### src/rtl/game_dialog_pkg.sv
// Shared types for the dialog sequencer: FSM state encoding and key bit positions.
package game_dialog_pkg;

   typedef enum logic [1:0] {
      IDLE,
      TYPE,
      HOLD,
      DONE
   } state_t;

   localparam int KEY_ADV  = 0;
   localparam int KEY_SKIP = 1;

endpackage

### src/rtl/game_dialog_sequencer_key_edge_sync.sv
// One-bit button conditioner: 2-flop synchronizer followed by a rising-edge pulse.
// A button already held when reset releases never yields a pulse until it has been seen low.
module key_edge_sync (
   input  logic clk,
   input  logic rst,
   input  logic key_raw,
   output logic press
);

   logic sync_p0, sync_p1, prev_p2;
   logic vld_p0, vld_p1;
   logic armed;

   always_ff @(posedge clk or negedge rst) begin
      if (!rst) begin
         sync_p0 <= 1'b0;
         sync_p1 <= 1'b0;
         prev_p2 <= 1'b0;
         vld_p0  <= 1'b0;
         vld_p1  <= 1'b0;
         armed   <= 1'b0;
      end else begin
         sync_p0 <= key_raw;
         // stage p0 -> p1: second synchronizer flop
         sync_p1 <= sync_p0;
         vld_p0  <= 1'b1;
         vld_p1  <= vld_p0;
         // stage p1 -> p2: edge history; arm only once a genuine low sample has arrived
         prev_p2 <= sync_p1;
         if (vld_p1 && !sync_p1)
            armed <= 1'b1;
      end
   end

   assign press = armed & sync_p1 & ~prev_p2;

endmodule

### src/rtl/game_dialog_sequencer.sv
// Typewriter-style dialog box sequencer: pages of text revealed one character per N frames.
// Optional feature: define GAME_DIALOG_SKIP_EN to let key[1] finish the current page instantly.
module game_dialog_sequencer
   import game_dialog_pkg::*;
#(
   parameter int NUM_PAGES       = 4,
   parameter int CHARS_PER_PAGE  = 64,
   parameter int FRAMES_PER_CHAR = 2,
   localparam int PAGE_W         = $clog2(NUM_PAGES)
) (
   input  logic              clk,
   input  logic              rst,
   input  logic [3:0]        key,
   input  logic              vsync,
   output logic              dialog_on,
   output logic [PAGE_W-1:0] page,
   output logic [6:0]        reveal_cnt,
   output logic              busy,
   output logic              door
);

   localparam logic [6:0]        CHARS      = 7'(CHARS_PER_PAGE);
   localparam logic [3:0]        FRAME_LAST = 4'(FRAMES_PER_CHAR - 1);
   localparam logic [PAGE_W-1:0] PAGE_LAST  = PAGE_W'(NUM_PAGES - 1);

   state_t            state, state_nxt;
   logic [PAGE_W-1:0] page_nxt;
   logic [6:0]        reveal_nxt;
   logic [3:0]        frame_cnt, frame_nxt;
   logic              vsync_p0, tick_p1;
   logic              adv_press, skip_press;
   logic              unused_keys;

   assign unused_keys = ^key;

   key_edge_sync u_adv (
      .clk     (clk),
      .rst     (rst),
      .key_raw (key[KEY_ADV]),
      .press   (adv_press)
   );

`ifdef GAME_DIALOG_SKIP_EN
   key_edge_sync u_skip (
      .clk     (clk),
      .rst     (rst),
      .key_raw (key[KEY_SKIP]),
      .press   (skip_press)
   );
`else
   assign skip_press = 1'b0;
`endif

   always_comb begin
      state_nxt  = state;
      page_nxt   = page;
      reveal_nxt = reveal_cnt;
      frame_nxt  = frame_cnt;
      case (state)
         IDLE: if (adv_press) begin
            state_nxt  = TYPE;
            page_nxt   = '0;
            reveal_nxt = '0;
            frame_nxt  = '0;
         end
         TYPE: begin
            // advance presses are deliberately not looked at here
            if (skip_press) begin
               reveal_nxt = CHARS;
               frame_nxt  = '0;
               state_nxt  = HOLD;
            end else if (reveal_cnt >= CHARS) begin
               state_nxt = HOLD;
            end else if (tick_p1) begin
               if (frame_cnt == FRAME_LAST) begin
                  frame_nxt  = '0;
                  reveal_nxt = reveal_cnt + 7'd1;
                  if (reveal_nxt == CHARS)
                     state_nxt = HOLD;
               end else begin
                  frame_nxt = frame_cnt + 4'd1;
               end
            end
         end
         HOLD: if (adv_press) begin
            if (page == PAGE_LAST) begin
               state_nxt = DONE;
            end else begin
               state_nxt  = TYPE;
               page_nxt   = page + PAGE_W'(1);
               reveal_nxt = '0;
               frame_nxt  = '0;
            end
         end
         default: ;
      endcase
   end

   always_ff @(posedge clk or negedge rst) begin
      if (!rst) begin
         state      <= IDLE;
         page       <= '0;
         reveal_cnt <= '0;
         frame_cnt  <= '0;
         vsync_p0   <= 1'b0;
         tick_p1    <= 1'b0;
         busy       <= 1'b0;
         door       <= 1'b0;
         dialog_on  <= 1'b0;
      end else begin
         // stage p0 -> p1: registered frame tick
         vsync_p0   <= vsync;
         tick_p1    <= vsync & ~vsync_p0;
         state      <= state_nxt;
         page       <= page_nxt;
         reveal_cnt <= reveal_nxt;
         frame_cnt  <= frame_nxt;
         busy       <= (state_nxt == TYPE);
         dialog_on  <= (state_nxt == TYPE) || (state_nxt == HOLD);
         door       <= (state_nxt == DONE);
      end
   end

endmodule

### config.mk
export PLATFORM = sky130hd
export DESIGN_NAME = game_dialog_sequencer
export DESIGN_NICKNAME = d
export VERILOG_FILES = /design/src/rtl/game_dialog_pkg.sv /design/src/rtl/game_dialog_sequencer_key_edge_sync.sv /design/src/rtl/game_dialog_sequencer.sv
export SDC_FILE = /design/constraint.sdc
export NUM_CORES = 1
export LEC_CHECK = 0
export CAP_MARGIN = 0
export CORE_MARGIN = 2
export CORE_UTILIZATION = 52
export CTS_CLUSTER_DIAMETER = 80
export DETAILED_ROUTE_END_ITERATION = 10
export GPL_ROUTABILITY_DRIVEN = 0
export PLACE_DENSITY = 0.76
export SLEW_MARGIN = 20
export SYNTH_ARGS = -nofsm -noshare
export SYNTH_HDL_FRONTEND = slang
export SYNTH_SLANG_ARGS = --single-unit
### constraint.sdc
create_clock -name clk -period 1.97 [get_ports clk]
set_input_delay 0.2955 -clock clk [delete_from_list [all_inputs] [get_ports clk]]
set_output_delay 0.2955 -clock clk [all_outputs]
set_load 0.01 [all_outputs]
# ---- Word level (Yosys, flattened, before mapping)
# Cells that the tools add are included.
dict set report word_totals {
  in_bits 7
  wordCells 73
  reg_bits 26
  out_inout_bits 12
}
dict set report op_classes {
  mux 26
  reduce_logical 9
  n_addsub 3
  magnitude_cmp 1
  eq_ne 14
  bitwise 5
}
# operator n
set ops {}
lappend ops {{2-to-1 mux 7 bit} 6}
lappend ops {{2-to-1 mux 4 bit} 6}
lappend ops {{case mux 7 bit (3 select lines)} 1}
lappend ops {{2-to-1 mux 2 bit} 10}
lappend ops {{inequality test 2 bit (second input constant)} 6}
lappend ops {{case mux 4 bit (3 select lines)} 1}
lappend ops {{== test 2 bit (second input constant)} 4}
lappend ops {{adder 7 x 1 -> 7 bit (second input constant)} 1}
lappend ops {{== test 7 bit (second input constant)} 1}
lappend ops {{greater-or-equal comparator 7 bit (second input constant)} 1}
lappend ops {{AND reduction 7 bit} 1}
lappend ops {{case mux 2 bit (3 select lines)} 1}
lappend ops {{AND reduction 6 bit} 1}
lappend ops {{adder 4 x 1 -> 4 bit (second input constant)} 1}
lappend ops {{== test 2 x 1 -> 1 bit (second input constant)} 2}
lappend ops {{== test 4 x 1 -> 1 bit (second input constant)} 1}
lappend ops {{case mux 2 bit (2 select lines)} 1}
lappend ops {{AND reduction 4 bit} 1}
lappend ops {{AND 1 bit} 3}
lappend ops {{nonzero test 3 bit} 1}
lappend ops {{adder 2 x 1 -> 2 bit (second input constant)} 1}
lappend ops {{zero test 2 bit} 1}
lappend ops {{NOT 1 bit} 2}
lappend ops {{nonzero test 2 bit} 1}
lappend ops {{3 further kinds} 3}

# ---- Logic depth before layout (Yosys ltp)
dict set report logic_depth {
  ltp_word 9
  mapped_depth 8
  ltp_nobuf 8
}

# ---- Hierarchy
# From an unflattened synthesis, not the netlist that was laid out.
dict set report unflattened {
  cells_unflattened 113
  area_unflattened_um2 1216.2
}
# module instances area_each_um2 cells_per_inst
set modules_own_cells {}
lappend modules_own_cells {game_dialog_sequencer 1 1038.5 103}
lappend modules_own_cells {key_edge_sync 1 177.7 10}

# ---- Least setup slack after synthesis
# Ideal clock, no wire load.
dict set report synth_timing {
  kind {register -> register}
  from {register reveal_cnt[0]}
  to {register dialog_on}
  stages_incl_launch_ff 8
  slack_ns 0.271
  arrival_time_ns 1.586
  n_path_buf 0
  required_ns 1.857
  cell_sequence {dfrtp_1 -> ha_1 -> and4_1 -> a41oi_1 -> and2b_1 -> a21o_1 -> ha_1 -> inv_1}
}
dict set report synth_via {
  elab_chain_cells 9
}
# item line_no
set synth_rtl {}
lappend synth_rtl {{start: declaration} game_dialog_sequencer.sv:17} ;# output logic [6:0] reveal_cnt,
lappend synth_rtl {{start signal: assignment} game_dialog_sequencer.sv:116} ;# reveal_cnt <= reveal_nxt;
lappend synth_rtl {{adder 7 x 1 -> 7 bit} game_dialog_sequencer.sv:77} ;# reveal_nxt = reveal_cnt + 7'd1;
lappend synth_rtl {{== test 7 bit} game_dialog_sequencer.sv:78} ;# if (reveal_nxt == CHARS)
lappend synth_rtl {{2-to-1 mux 2 bit} game_dialog_sequencer.sv:78}
lappend synth_rtl {{2-to-1 mux 2 bit} game_dialog_sequencer.sv:75} ;# if (frame_cnt == FRAME_LAST) begin
lappend synth_rtl {{2-to-1 mux 2 bit} game_dialog_sequencer.sv:74} ;# end else if (tick_p1) begin
lappend synth_rtl {{2-to-1 mux 2 bit *} game_dialog_sequencer.sv:72} ;# end else if (reveal_cnt >= CHARS) begin
lappend synth_rtl {{case mux 2 bit (3 select lines) *} game_dialog_sequencer.sv:59} ;# case (state)
lappend synth_rtl {{== test 2 x 1 -> 1 bit / == test 2 bit (equally long branches)} game_dialog_sequencer.sv:119} ;# dialog_on <= (state_nxt == TYPE) || (state_nxt == HOLD);
lappend synth_rtl {{logical OR 1 bit *} game_dialog_sequencer.sv:119}
lappend synth_rtl {{end signal: assignment} game_dialog_sequencer.sv:119}
lappend synth_rtl {{end: declaration} game_dialog_sequencer.sv:15} ;# output logic dialog_on,
# Every way passes the cells marked *; elsewhere a longest branch is shown, timed or not.
# A chain may end at the register's enable or synchronous reset.

# ---- Worst setup path after layout
dict set report layout_timing {
  from {register frame_cnt[1]}
  to {register dialog_on}
}
dict set report layout_via {
  elab_chain_cells 7
}
# item line_no
set layout_rtl {}
lappend layout_rtl {{start: declaration} game_dialog_sequencer.sv:29} ;# logic [3:0] frame_cnt, frame_nxt;
lappend layout_rtl {{start signal: assignment} game_dialog_sequencer.sv:117} ;# frame_cnt <= frame_nxt;
lappend layout_rtl {{== test 4 x 1 -> 1 bit *} game_dialog_sequencer.sv:75}
lappend layout_rtl {{2-to-1 mux 2 bit *} game_dialog_sequencer.sv:75}
lappend layout_rtl {{2-to-1 mux 2 bit *} game_dialog_sequencer.sv:74}
lappend layout_rtl {{2-to-1 mux 2 bit *} game_dialog_sequencer.sv:72}
lappend layout_rtl {{case mux 2 bit (3 select lines) *} game_dialog_sequencer.sv:59}
lappend layout_rtl {{== test 2 x 1 -> 1 bit / == test 2 bit (equally long branches)} game_dialog_sequencer.sv:119}
lappend layout_rtl {{logical OR 1 bit *} game_dialog_sequencer.sv:119}
# Marked as above.

==> results.json <==
{
  "port_buffers": 15,
  "skew_ps": 6.62,
  "synth_top_cells_by_count": "dfrtp_1, nand2_1, o21ai_1",
  "netlist_area_um2": 1210,
  "nets": 143,
  "cts_tree": "built",
  "use_met1": 0.235,
  "ant_nets": 0,
  "viasPerCell": 5.52,
  "drive_gt1_frac": 0.102,
  "grt_pass1_vias": 800,
  "synthArstFlopShare": 1.00,
  "yosys_warnings": 0,
  "final_cell_area_um2": 1450,
  "r2r_cells": 8,
  "synth_cells": 110,
  "grt_max_degree": 27,
  "die_area_um2": 2740,
  "netlist.area_leader.share": 0.536,
  "dp_hpwl_um": 1450,
  "cts_buffer_depth": 2,
  "n_fill_cell": 185,
  "grt-ovfl-total": 0,
  "areaGrowthSynthToFinish_pct": 19.7,
  "synth_area_leader_cell": "dfrtp_1",
  "critPathRequiredTime_ps": 2210,
  "clock.fmax_ghz": 0.531,
  "finalMaxSlewViolations": 0,
  "cts_hold_buf": 0,
  "start_util": 0.549,
  "rr_endpoint": "dialog_on",
  "finalCriticalPeriod_ps": 1880,
  "max-cap-violations": 0,
  "place_area_um2": 1400,
  "top_usage_layer": "met2",
  "status": "finished, final reports clean",
  "critPathLaunchType": "flip-flop",
  "rrSetupSlack_ps": 90,
  "grt.total_usage": 0.181,
  "drt-initial-drc-count": 15,
  "cts_htree_levels": 1,
  "globalRouteMet3Util": 0.0371,
  "max_slew_margin": 0.664,
  "die_x_um": 52.3,
  "p_leak_nw": 0.649,
  "reg2reg_from": "frame_cnt[1]",
  "antenna_found_initial": 0,
  "fin_ws_ps": 87.1,
  "hp-class": "in -> async",
  "cts_inserted_buffers": 3,
  "yosysMostFrequentCell": "dfrtp_1",
  "ys_seq_elements": 26,
  "clock_latency_ps": 320,
  "grt_pass1_wl_um": 3570,
  "synth_enable_flop_cells": 0,
  "drt-total-wl_um": 2060,
  "num_vias": 861,
  "antennaDiodeCount": 0,
  "worstSetupPathType": "reg -> reg",
  "first_pass_iters": 4,
  "hold_violations": 0,
  "ios": 19,
  "syn_nets": 124,
  "ys_seq_area_frac": 0.536,
  "cts_root_buf": "clkbuf_4",
  "place_ws_ps": 47.1,
  "crit_arrival_ps": 2120,
  "synthTopCellsByArea": "dfrtp_1, ha_1, o21ai_1",
  "finalCritPeriodShare": 0.956,
  "ys_types": 36,
  "cp_max_fo": 4,
  "cts.sinks": 26,
  "hold_ws_ps": 312,
  "vdd_drop_max_v": 0.000676,
  "route.detailed.drc": 0,
  "post_drt_wl_per_cell_um": 13.2,
  "synth_ff_type": "dfrtp_1",
  "clk_pin_slew_ps": 140,
  "met2_usage": 0.285,
  "fp.coreArea_um2": 2210,
  "worst_pin_slew_ps": 504,
  "worstSetupEndpointType": "flip-flop",
  "fp-row-count": 17,
  "setup_viol": 0,
  "die_h_um": 52.3,
  "powerDensity_nw_per_um2": 982,
  "avgSynthCellArea_um2": 11.0
}
-- routing by layer --
metal,up-vias,part of all wire
met3,4,0.044
met2,18,0.44
met5,-,0
met1,413,0.50
met4,0,0.019
li1,426,-
-- metrics by stage --
step	TNS [ps]	instances	total power, mW	utilization
5_1_grt	-21.0	156	1.52	0.657
3_3_place_gp	0	152	1.04	0.631
4_1_cts	0	156	1.43	0.655
3_5_place_dp	0	152	1.07	0.631
6_report	0	156	1.43	0.657
2_1_floorplan	0	110	0.920	-
-- final cells by class --
cell class	count	area, um2	share of cell area
inverter	8	30.0	0.0207
sequential	26	651	0.448
multi-input combinational	74	528	0.363
timing repair buffer	16	158	0.108
tap	28	35.0	0.0241
clock buffer	3	22.5	0.0155
clock inverter	1	30.0	0.0207
-- critical path, stage by stage (launching register included) --
cell	delay, ps
dfrtp_1	430
inv_1	60
ha_1	150
nor4bb_1	320
a41oi_1	180
and2b_1	200
a21o_1	150
ha_1	270
inv_1	30
-- sequential cells by signal, indices dropped and copies added, names as in the netlist --
signal	flops
tick_p1	1
state	2
page	2
u_adv.armed	1
u_adv.sync_p0	1
u_adv.vld_p0	1
vsync_p0	1
reveal_cnt	7
u_adv.prev_p2	1
dialog_on	1
busy	1
u_adv.sync_p1	1
frame_cnt	4
u_adv.vld_p1	1
door	1
-- timing repair --
| item | in CTS | in global routing |
|---|---|---|
| endpoints found under the setup margin | 0 | 9 |
| gates resized for setup | 0 | 1 |
| buffers inserted | 0 | 0 |
-- cells in the final DEF, fill, tap and decap left out --
cell type / n
nand4_1: 1
nor4bb_1: 1
dfrtp_1: 26
and4bb_4: 2
o21ai_0: 4
a21o_1: 4
a21boi_1: 2
and3_1: 1
o31ai_1: 4
nor2b_1: 2
or3_1: 2
nand2_1: 12
a41oi_1: 1
bufinv_16: 1
clkdlybuf4s50_1: 15
inv_1: 8
o41ai_1: 1
and4_1: 1
clkbuf_4: 3
a22oi_2: 1
a21oi_1: 2
or2_1: 1
buf_4: 1
conb_1: 1
and2b_1: 1
nand3_1: 2
nor3b_2: 1
o21ai_1: 9
nand4bb_1: 1
nor3_1: 1
and2_2: 1
ha_1: 7
nor2_1: 2
nand2b_1: 1
a22o_2: 2
a21oi_4: 1
nor4_1: 1
a31oi_1: 1
-- where the power goes --
part	internal, mW	total (mW)	switching [mW]	leakage (nW)
Sequential	0.611	0.695	0.0836	0.325
Clock	0.206	0.366	0.160	0.0279
Combinational	0.179	0.367	0.188	0.296
Total	0.996	1.43	0.432	0.649
-- worst max-delay path by stage --
stage / from / end / slack (ps) / cells after the start
finish: frame_cnt[1] / dialog_on / 90 / 8
global route: frame_cnt[1] / dialog_on / -20 / 8
CTS: frame_cnt[0] / reveal_cnt[2] / 20 / 5
detailed placement: frame_cnt[0] / reveal_cnt[2] / 50 / 5
global placement: frame_cnt[0] / reveal_cnt[2] / 120 / 5
floorplan: reveal_cnt[0] / dialog_on / 270 / 7
-- cells by family after synthesis --
| group | after synthesis | share of synthesized area |
|---|---|---|
| adder cells (fa/ha/maj) | 7 | 0.0721 |
| AND/OR/NAND/NOR | 34 | 0.176 |
| other | 1 | 0.00309 |
| AO/OA/AOI/OAI | 32 | 0.179 |
| flip-flops | 26 | 0.536 |
| buffers and inverters | 10 | 0.0340 |
No activity file was read; power rests on OpenSTA's default activity.
